--- src/rtl/ctr_pkg.sv ---
// Shared definitions for the down-counter family: mode encodings and mode decode.
// Latency: none (package only).
// Backpressure: not applicable.
package ctr_pkg;

    typedef enum logic [1:0] {
        MODE_WRAP   = 2'b00,
        MODE_SAT    = 2'b01,
        MODE_RELOAD = 2'b10
    } mode_e;

    // The unused encoding 2'b11 folds onto WRAP so the datapath never sees an illegal mode.
    function automatic mode_e decode_mode(input logic [1:0] m);
        case (m)
            2'b01:   return MODE_SAT;
            2'b10:   return MODE_RELOAD;
            default: return MODE_WRAP;
        endcase
    endfunction

endpackage

--- src/rtl/down_counter_nbit_if.sv ---
// Control/status bundle between a counter user and down_counter_nbit.
// Latency: none (wires only).
// Backpressure: none; the counter accepts a command every cycle.
interface down_counter_nbit_if #(
    parameter int WIDTH  = 16,
    parameter int STEP_W = 4
);
    logic              load;
    logic [WIDTH-1:0]  load_val;
    logic              en;
    logic [STEP_W-1:0] step;
    logic [1:0]        mode;
    logic              clr_flags;
    logic [WIDTH-1:0]  count;
    logic              zero;
    logic              tc;
    logic              underflow;
    logic              ovf;
    logic              uf_sticky;

    modport master (
        output load, load_val, en, step, mode, clr_flags,
        input  count, zero, tc, underflow, ovf, uf_sticky
    );

    modport slave (
        input  load, load_val, en, step, mode, clr_flags,
        output count, zero, tc, underflow, ovf, uf_sticky
    );
endinterface

--- src/rtl/subtractor_nbit.sv ---
// Unsigned/signed subtractor A - B reporting borrow and two's-complement overflow.
// Latency: combinational.
// Backpressure: not applicable.
module subtractor_nbit #(
    parameter int WIDTH = 16
) (
    input  logic [WIDTH-1:0] A,
    input  logic [WIDTH-1:0] B,
    output logic [WIDTH-1:0] diff,
    output logic             borrow,
    output logic             overflow
);

    logic [WIDTH:0] full;

    // One extra bit catches the unsigned borrow out of the MSB.
    always_comb begin
        full     = {1'b0, A} - {1'b0, B};
        diff     = full[WIDTH-1:0];
        borrow   = full[WIDTH];
        // Operands of differing sign whose result sign differs from A cannot be represented.
        overflow = (A[WIDTH-1] != B[WIDTH-1]) && (full[WIDTH-1] != A[WIDTH-1]);
    end

endmodule

--- src/rtl/down_counter_nbit.sv ---
// Registered N-bit down-counter with variable step and wrap/saturate/reload underflow modes.
// Latency: 1 cycle from sampling edge to count and flags.
// Backpressure: none; load/en are accepted every cycle (rst > load > en).
module down_counter_nbit
    import ctr_pkg::*;
#(
    parameter int               WIDTH     = 16,
    parameter int               STEP_W    = 4,
    parameter logic [WIDTH-1:0] RESET_VAL = '0
) (
    input  logic               clk,
    input  logic               rst,
    down_counter_nbit_if.slave bus
);

    logic [WIDTH-1:0] cnt_q, cnt_nxt;
    logic [WIDTH-1:0] rel_q, rel_nxt;
    logic             zero_q;
    logic             tc_q, tc_nxt;
    logic             uf_q, uf_nxt;
    logic             ovf_q, ovf_nxt;
    logic             stk_q, stk_nxt;

    logic [WIDTH-1:0] step_ext;
    logic [WIDTH-1:0] sub_diff;
    logic             sub_borrow;
    logic             sub_ovf;
    mode_e            mode_d;

    assign step_ext = WIDTH'(bus.step);
    assign mode_d   = decode_mode(bus.mode);

    subtractor_nbit #(.WIDTH(WIDTH)) u_sub (
        .A        (cnt_q),
        .B        (step_ext),
        .diff     (sub_diff),
        .borrow   (sub_borrow),
        .overflow (sub_ovf)
    );

    // Next count, reload value and pulse flags; load beats en, step of 0 is a hold.
    always_comb begin
        cnt_nxt = cnt_q;
        rel_nxt = rel_q;
        tc_nxt  = 1'b0;
        uf_nxt  = 1'b0;
        ovf_nxt = 1'b0;
        if (bus.load) begin
            cnt_nxt = bus.load_val;
            rel_nxt = bus.load_val;
        end else if (bus.en && (bus.step != '0)) begin
            ovf_nxt = sub_ovf;
            if (!sub_borrow) begin
                cnt_nxt = sub_diff;
                tc_nxt  = (sub_diff == '0);
            end else begin
                uf_nxt = 1'b1;
                case (mode_d)
                    MODE_SAT: begin
                        cnt_nxt = '0;
                        // Already parked at zero: do not signal terminal count again.
                        tc_nxt  = (cnt_q != '0);
                    end
                    MODE_RELOAD: cnt_nxt = rel_q;
                    default:     cnt_nxt = sub_diff;
                endcase
            end
        end
        // A fresh underflow outranks a simultaneous clear.
        stk_nxt = uf_nxt | (stk_q & ~bus.clr_flags);
    end

    // State and flag registers with asynchronous reset to RESET_VAL.
    always_ff @(posedge clk or posedge rst) begin
        if (rst) begin
            cnt_q  <= RESET_VAL;
            rel_q  <= RESET_VAL;
            zero_q <= (RESET_VAL == '0);
            tc_q   <= 1'b0;
            uf_q   <= 1'b0;
            ovf_q  <= 1'b0;
            stk_q  <= 1'b0;
        end else begin
            cnt_q  <= cnt_nxt;
            rel_q  <= rel_nxt;
            zero_q <= (cnt_nxt == '0);
            tc_q   <= tc_nxt;
            uf_q   <= uf_nxt;
            ovf_q  <= ovf_nxt;
            stk_q  <= stk_nxt;
        end
    end

    assign bus.count     = cnt_q;
    assign bus.zero      = zero_q;
    assign bus.tc        = tc_q;
    assign bus.underflow = uf_q;
    assign bus.ovf       = ovf_q;
    assign bus.uf_sticky = stk_q;

endmodule
--- src/flat_wrapper.sv ---
// flat-port wrapper written by rule: the top's interface ports become plain ports
module down_counter_nbit_flat import ctr_pkg::*;
#(
    parameter int               WIDTH     = 16,
    parameter int               STEP_W    = 4,
    parameter logic [WIDTH-1:0] RESET_VAL = '0
)
  (clk, rst, bus_load, bus_load_val, bus_en, bus_step, bus_mode, bus_clr_flags, bus_count, bus_zero, bus_tc, bus_underflow, bus_ovf, bus_uf_sticky);
  down_counter_nbit_if #(.WIDTH(WIDTH), .STEP_W(STEP_W)) bus_i ();
  input  logic clk;
  input  logic rst;
  input wire logic [$bits(bus_i.load)-1:0] bus_load;
  input wire logic [$bits(bus_i.load_val)-1:0] bus_load_val;
  input wire logic [$bits(bus_i.en)-1:0] bus_en;
  input wire logic [$bits(bus_i.step)-1:0] bus_step;
  input wire logic [$bits(bus_i.mode)-1:0] bus_mode;
  input wire logic [$bits(bus_i.clr_flags)-1:0] bus_clr_flags;
  output wire logic [$bits(bus_i.count)-1:0] bus_count;
  output wire logic [$bits(bus_i.zero)-1:0] bus_zero;
  output wire logic [$bits(bus_i.tc)-1:0] bus_tc;
  output wire logic [$bits(bus_i.underflow)-1:0] bus_underflow;
  output wire logic [$bits(bus_i.ovf)-1:0] bus_ovf;
  output wire logic [$bits(bus_i.uf_sticky)-1:0] bus_uf_sticky;
  assign bus_i.load = bus_load;
  assign bus_i.load_val = bus_load_val;
  assign bus_i.en = bus_en;
  assign bus_i.step = bus_step;
  assign bus_i.mode = bus_mode;
  assign bus_i.clr_flags = bus_clr_flags;
  assign bus_count = bus_i.count;
  assign bus_zero = bus_i.zero;
  assign bus_tc = bus_i.tc;
  assign bus_underflow = bus_i.underflow;
  assign bus_ovf = bus_i.ovf;
  assign bus_uf_sticky = bus_i.uf_sticky;
  down_counter_nbit #(.WIDTH(WIDTH), .STEP_W(STEP_W), .RESET_VAL(RESET_VAL)) u_core (.clk(clk), .rst(rst), .bus(bus_i));
endmodule
--- config.mk ---
export PLATFORM = sky130hd
export DESIGN_NAME = down_counter_nbit_flat
export DESIGN_NICKNAME = d
export VERILOG_FILES = /design/src/rtl/ctr_pkg.sv /design/src/rtl/down_counter_nbit_if.sv /design/src/rtl/subtractor_nbit.sv /design/src/rtl/down_counter_nbit.sv /design/src/flat_wrapper.sv
export SDC_FILE = /design/constraint.sdc
export NUM_CORES = 1
export LEC_CHECK = 0
export BUFFER_PORTS_ARGS = -buffer_cell sky130_fd_sc_hd__buf_2
export CORE_ASPECT_RATIO = 1.25
export CORE_UTILIZATION = 45
export DETAILED_ROUTE_END_ITERATION = 10
export GPL_TIMING_DRIVEN = 0
export PLACE_DENSITY = 0.63
export REMOVE_ABC_BUFFERS = 1
export SYNTH_ARGS = -nofsm -noshare
export SYNTH_HDL_FRONTEND = slang
export SYNTH_HIERARCHICAL = 1
export SYNTH_SLANG_ARGS = --single-unit
--- constraint.sdc ---
create_clock -name clk -period 7.1 [get_ports clk]
set_clock_uncertainty 0.05 [all_clocks]
set_input_delay 0 -clock clk [delete_from_list [all_inputs] [get_ports clk]]
set_output_delay 0 -clock clk [all_outputs]
set_load 0.01 [all_outputs]
==> results of run 1 <==
==> routing by layer <==
metal / track usage [%] / routed length (um)
met5: 0 / 0
met2: 38.69 / 3797
met1: 31.47 / 3290
met4: 8.333 / 48
met3: 3.885 / 254
==> worst max path at each step <==
stage                                  startpoint                        end  slack (ns)  depth (start not counted)
floorplan           u_core/bus.count[2]$_DFF_PP0_  u_core/bus.zero$_DFF_PP1_        3.95                         11
global placement    u_core/bus.count[2]$_DFF_PP0_  u_core/bus.zero$_DFF_PP1_        2.65                         11
detailed placement  u_core/bus.count[2]$_DFF_PP0_  u_core/bus.zero$_DFF_PP1_        2.64                         11
CTS                 u_core/bus.count[2]$_DFF_PP0_  u_core/bus.zero$_DFF_PP1_        2.60                         11
global route        u_core/bus.count[2]$_DFF_PP0_  u_core/bus.zero$_DFF_PP1_        2.28                         11
finish              u_core/bus.count[2]$_DFF_PP0_  u_core/bus.zero$_DFF_PP1_        2.63                         11
==> cells by family after synthesis <==
group / count (synthesis) / share of synthesized area [%]
buf+inv: 43 / 6.678
simple gates: 90 / 21.42
compound gates: 87 / 20.51
mux: 18 / 6.982
fa+ha+maj: 19 / 8.500
other cells: 1 / 0.1300
flops: 37 / 32.13
xor+xnor: 12 / 3.643
==> synth_stat cells (all sizes together), types with 5 or more instances <==
master / n / area share, %
a21oi: 30 / 5.2
a22oi: 16 / 4.2
and4b: 16 / 5.6
buf: 7 / 2.0
clkbuf: 11 / 1.4
dfrtp: 36 / 31
ha: 18 / 7.8
inv: 25 / 3.3
mux2: 17 / 6.6
nand2: 10 / 1.3
nand2b: 5 / 1.1
nand3b: 18 / 4.7
nor2: 10 / 1.3
nor4: 11 / 2.9
o211ai: 17 / 4.9
o21ai: 7 / 1.2
xnor2: 10 / 3.0
==> layout by cell type, fill, tap and decap left out, types with 9 or more instances in the layout <==
master,Yosys,final
nor4_1,10,10
ha_1,18,18
a21oi_1,30,30
nand3b_1,18,18
a22oi_1,16,16
xnor2_1,10,10
mux2_2,16,16
nor2_1,10,9
nand2_1,10,10
inv_1,25,24
buf_2,4,47
conb_1,1,12
dfrtp_1,36,36
dlygate4sd3_1,0,18
and4b_1,16,16
o211ai_1,14,14
==> area by class of cell <==
type | instances | area, um^2 | area share [%]
clock buffers | 8 | 90.09 | 2.617
inverters | 25 | 93.84 | 2.726
multi-input cells | 238 | 1809 | 52.56
flip-flops and latches | 37 | 927.1 | 26.94
well taps | 85 | 106.4 | 3.090
repair buffers | 65 | 415.4 | 12.07
==> through the flow <==
step | worst slack (ns) | hold WS, ns
2_1_floorplan | 3.950 | 0.04898
3_3_place_gp | 2.652 | 0.1398
3_5_place_dp | 2.639 | 0.1486
4_1_cts | 2.598 | 0.1330
5_1_grt | 2.281 | 0.1436
6_report | 2.625 | 0.1405
==> flip-flops by register name, summed over array words and instances, names as in the netlist <==
signal and cells:
u_core/bus.underflow 1, u_core/rel_q 16, u_core/bus.zero 1, u_core/bus.tc 1, u_core/bus.ovf 1, u_core/bus.uf_sticky 1
u_core/bus.count 16
==> worst max-delay path: stages (launching register included) <==
cell	delay [ns]
dfrtp_1	0.45
ha_1	0.38
nor2b_1	0.17
o31ai_1	0.44
a211oi_1	0.25
nor2_1	0.25
o21a_1	0.63
nand2b_1	0.59
a21oi_1	0.29
o211ai_1	0.15
nor4_1	0.47
and4_1	0.29
==> power breakdown <==
group	leakage, nW	total [W]	internal [W]	switching, W
Clock	0.0455	0.000157	0.0000794	0.0000773
Sequential	0.447	0.000265	0.000237	0.0000278
Combinational	1.03	0.000325	0.000139	0.000186
==> timing repair <==
item | in CTS | in global routing
hold endpoints to repair | 69 | 0
endpoints found under the setup margin | 0 | 0
hold buffers | 18 | 0
==> run metrics, run 1 <==
Filler cells 590; Pwr Density between 200 and 250 nW/um^2; postcts setup bufs 0; via density per instance between 5 and 6; EDFF count, synth 0; Hold Vio Cnt, Final 0; area of the mapped netlist 2885 um^2; share of synthesized flip-flops with an asynchronous set or reset 100.0%; FP Rows 32; synthesized instance count 307; placed cell areas roughly 3200 um^2; share of post-route cells with drive strength above 1 around a fifth; Max Cap Viol 0; CTS tree built; Worst EP arrival 4.65 ns; Initial Utilization ~47%; Synth Warn # 6; Final Cell Area between 3000 and 4000 um^2; Final Non-Filler Cells ~460; Core Region between 6000 and 7000 um^2; critical path fanouts, max 20; Clk Tree Root Cell clkbuf_8; critical path type flip-flop to flip-flop; GP Congestion slightly below 0.9; Post-synth top flop dfrtp_1; Min-Delay Endpoint u_core/bus.count[6]$_DFF_PP0_; Routed Antenna Nets 0; worst-margin pin slew about 1.1 ns; Ports 48; die area slightly below 7000 um^2; number of CTS-inserted buffers 5; post-layout minimum cycle time 4.475 ns; Nets 418; Die W 73.62 um; sequential share of the synthesized area 32.13%; RSZ-0062 raised after global routing no; Netlist cell types between 50 and 60; flops & latches, synth 37; HP Start bus_step[2]; post-DP HPWL around 5100 um; Power, Total about 0.00075 W; Peak Freq roughly 0.22 GHz; Critical Path RT a little over 7 ns; internal reg-to-reg setup slack about 2.6 ns; Max VDD drop about 120 uV; R2R depth 11; CTS Sinks 37; Setup crit end kind flip-flop; Port Buf Inserts 47; final setup fails 0; Worst setup SP type flip-flop; leakage 1.522 nW; initial antenna violation count 0; Max transition margin 28.73%; clk slew on worst S/H paths roughly 0.070 ns; number of diodes 0; first-pass GRT wire length ~12000 um; vias 2564; cell count after placement approximately 430; hold crit path type input port to flip-flop; maximum root-to-sink buffer count 2; post_cts resized 0; largest net degree at the start of global routing between 50 and 60; fin util 55.82%; Clock Latency Late Sink approximately 0.28 ns; Routed WL ~7400 um; DR pass1 iterations 4; Final Cycle Share between 60% and 70%; hold path cells 4; per-cell routed wire length ~16 um; Slew Limit Fails 0; Layout area overhead 19.30%; Reg-to-Reg Start u_core/bus.count[2]$_DFF_PP0_; # H-tree levels 2; status complete, no violations; Die H between 90 and 100 um; number of global-route vias before repair ~2600; First DRT Iteration DRCs about 120; reg-to-reg endpoint u_core/bus.zero$_DFF_PP1_; global route overflow 0; final setup TNS 0 ns; Total GRT Usage approximately a quarter; Remaining DRCs 0; syn avg cell area between 9 and 10 um^2
(Power assumes the default switching activity.)
==> run 2, diff against run 1 <==
==> constraint.sdc (replaced) <==
create_clock -name clk -period 4.7 [get_ports clk]
set_clock_uncertainty 0.05 [all_clocks]
set_input_delay 0 -clock clk [delete_from_list [all_inputs] [get_ports clk]]
set_output_delay 0 -clock clk [all_outputs]
set_load 0.01 [all_outputs]
==> run metrics, run 2 (synthesis results as in run 1) <==
Final Cell Area 3445 um^2 (about the same); post-DP HPWL 5080 um (unchanged); status complete, no violations; critical path type flip-flop to flip-flop; Peak Freq 0.2329 GHz (+4.2%); HP Start bus_step[2]; Pwr Density 327.8 nW/um^2 (+51%); Routed WL 7382 um (-0.11%); Final Non-Filler Cells 458 (unchanged); DR pass1 iterations 5 (+1); Clock Latency Late Sink 0.29 ns (about the same); hold crit path type input port to flip-flop; Routed Antenna Nets 0 (unchanged); postcts setup bufs 0 (unchanged); Nets 418 (unchanged); Top Family by Delay on Critical Path compound AO/OA/AOI/OAI gates; most common cell after layout, fill and taps aside buf_2; Total GRT Usage 23.81% (unchanged); Ports 48 (unchanged); Setup crit end kind flip-flop; clk slew on worst S/H paths 0.08 ns (about the same); CP peak stage delay 0.67 ns (+0.04 ns); dpl ws 0.2385 ns (-2.400 ns); share of post-route cells with drive strength above 1 21.45% (+0.27 points); # H-tree levels 2 (unchanged); Worst EP arrival 4.47 ns (-0.18 ns); FP Rows 32 (unchanged); number of global-route vias before repair 2568 (unchanged); Port Buf Inserts 47 (unchanged); Hold Vio Cnt, Final 0 (unchanged); die area 6738 um^2 (unchanged); RSZ-0062 raised after global routing no; Die W 73.62 um (unchanged); Layout area overhead 19.38% (about the same); via density per instance 5.587 (-0.20%); Buffers & Inverters on Critical Path 0 (unchanged); worst setup margin 0.4063 ns (-2.219 ns); Critical Path RT 4.87 ns (-2.40 ns); critical path fanouts, max 20 (unchanged); GP Congestion 0.8901 (unchanged); Max VDD drop 188.2 uV (+53%); initial antenna violation count 0 (unchanged); fin util 55.86% (about the same); Max Cap Viol 0 (unchanged); global route overflow 0 (unchanged); most frequent cells in the layout buf_2 (47), dfrtp_1 (36), a21oi_1 (30); per-cell routed wire length 16.12 um (-0.11%); number of CTS-inserted buffers 5 (unchanged); CTS Sinks 37 (unchanged); Core Region 6166 um^2 (unchanged); largest net degree at the start of global routing 51 (unchanged); number of diodes 0 (unchanged); worst-margin pin slew 1.067 ns (+0.006313 ns); cell count after placement 432 (unchanged); final setup fails 0 (unchanged); placed cell areas 3169 um^2 (unchanged); Slew Limit Fails 0 (unchanged); Die H 91.53 um (unchanged); post-layout minimum cycle time 4.294 ns (-0.1809 ns); Worst setup SP type flip-flop; Initial Utilization 46.79% (unchanged); Final Cycle Share 91.35% (+28 points); maximum root-to-sink buffer count 2 (unchanged); Remaining DRCs 0 (unchanged); leakage 1.522 nW (about the same); crit path max-delay cell type o21a_1; Max transition margin 28.31% (-0.42 points); Critical Path, Cell by Cell ha_1 -> nor2b_1 -> o31ai_1 -> a211oi_1 -> nor2_1 -> o21a_1 -> nand2b_2 -> a21oi_1 -> o211ai_1 -> nor4_1 -> and4_1; First DRT Iteration DRCs 128 (+7.6%); Clk Tree Root Cell clkbuf_8; Reg-to-Reg Start u_core/bus.count[2]$_DFF_PP0_; vias 2559 (-0.20%); first-pass GRT wire length 12320 um (unchanged); CTS tree built; final setup TNS 0 ns (unchanged); Worst Setup SP u_core/bus.count[2]$_DFF_PP0_
[run 2: cell counts in the layout (fill, tap and decap cells not counted)]
Identical to the previous run, type by type.
[run 2: path summary, 6_finish.rpt]
path,slack [ns],cells after the start,to
worst max-delay path,0.41,11,u_core/bus.zero$_DFF_PP1_
worst min-delay path,0.14,4,u_core/bus.count[10]$_DFF_PP0_
worst max register to register,0.41,11,u_core/bus.zero$_DFF_PP1_
worst min register to register,0.45,1,u_core/rel_q[10]$_DFFE_PP0P_
max in group asynchronous,3.70,3,u_core/rel_q[5]$_DFFE_PP0P_
min in group asynchronous,0.37,3,u_core/rel_q[7]$_DFFE_PP0P_
[run 2: metal layers]
layer | vias to the layer above | track usage [%] | part of all wire [%]
li1 | 1273 | - | -
met1 | 1219 | 31.47 | 44
met2 | 63 | 38.69 | 51
met3 | 4 | 3.885 | 4.6
met4 | 0 | 8.333 | 0.65
met5 | - | 0 | 0
[run 2: final cells by class]
cell class                 instances  area, um^2
clock buffer                       8       90.09
fill                             590        2721
inverter                          25       93.84
multi-input combinational        238        1812
sequential                        37       927.1
tap                               85       106.4
timing repair buffer              65       415.4
[run 2: per-stage QoR]
stage / power [W] / hold slack, ns
2_1_floorplan: 0.0007393 / 0.04898
3_3_place_gp: 0.0008741 / 0.1398
3_5_place_dp: 0.0008799 / 0.1486
4_1_cts: 0.001132 / 0.1330
5_1_grt: 0.001210 / 0.1436
6_report: 0.001129 / 0.1428
[run 2: where the power goes]
part / internal, W / total, W / switching [W]
Combinational: 0.000210 / 0.000493 / 0.000283
Clock: 0.000120 / 0.000236 / 0.000117
Sequential: 0.000358 / 0.000400 / 0.0000419
[run 2: repair_timing]
action / in CTS / in global routing
endpoints found under the hold margin: 69 / 0
hold buffers: 18 / 0
resized for setup: 0 / 1
endpoints found under the setup margin: 0 / 1
[run 2: tightest hold or removal path, delay by kind of cell]
family                 cells  cell delay [ns]
AOI/OAI and AO/OA          1             0.10
and+or+nand+nor            2             0.22
buffers and inverters      1             0.11
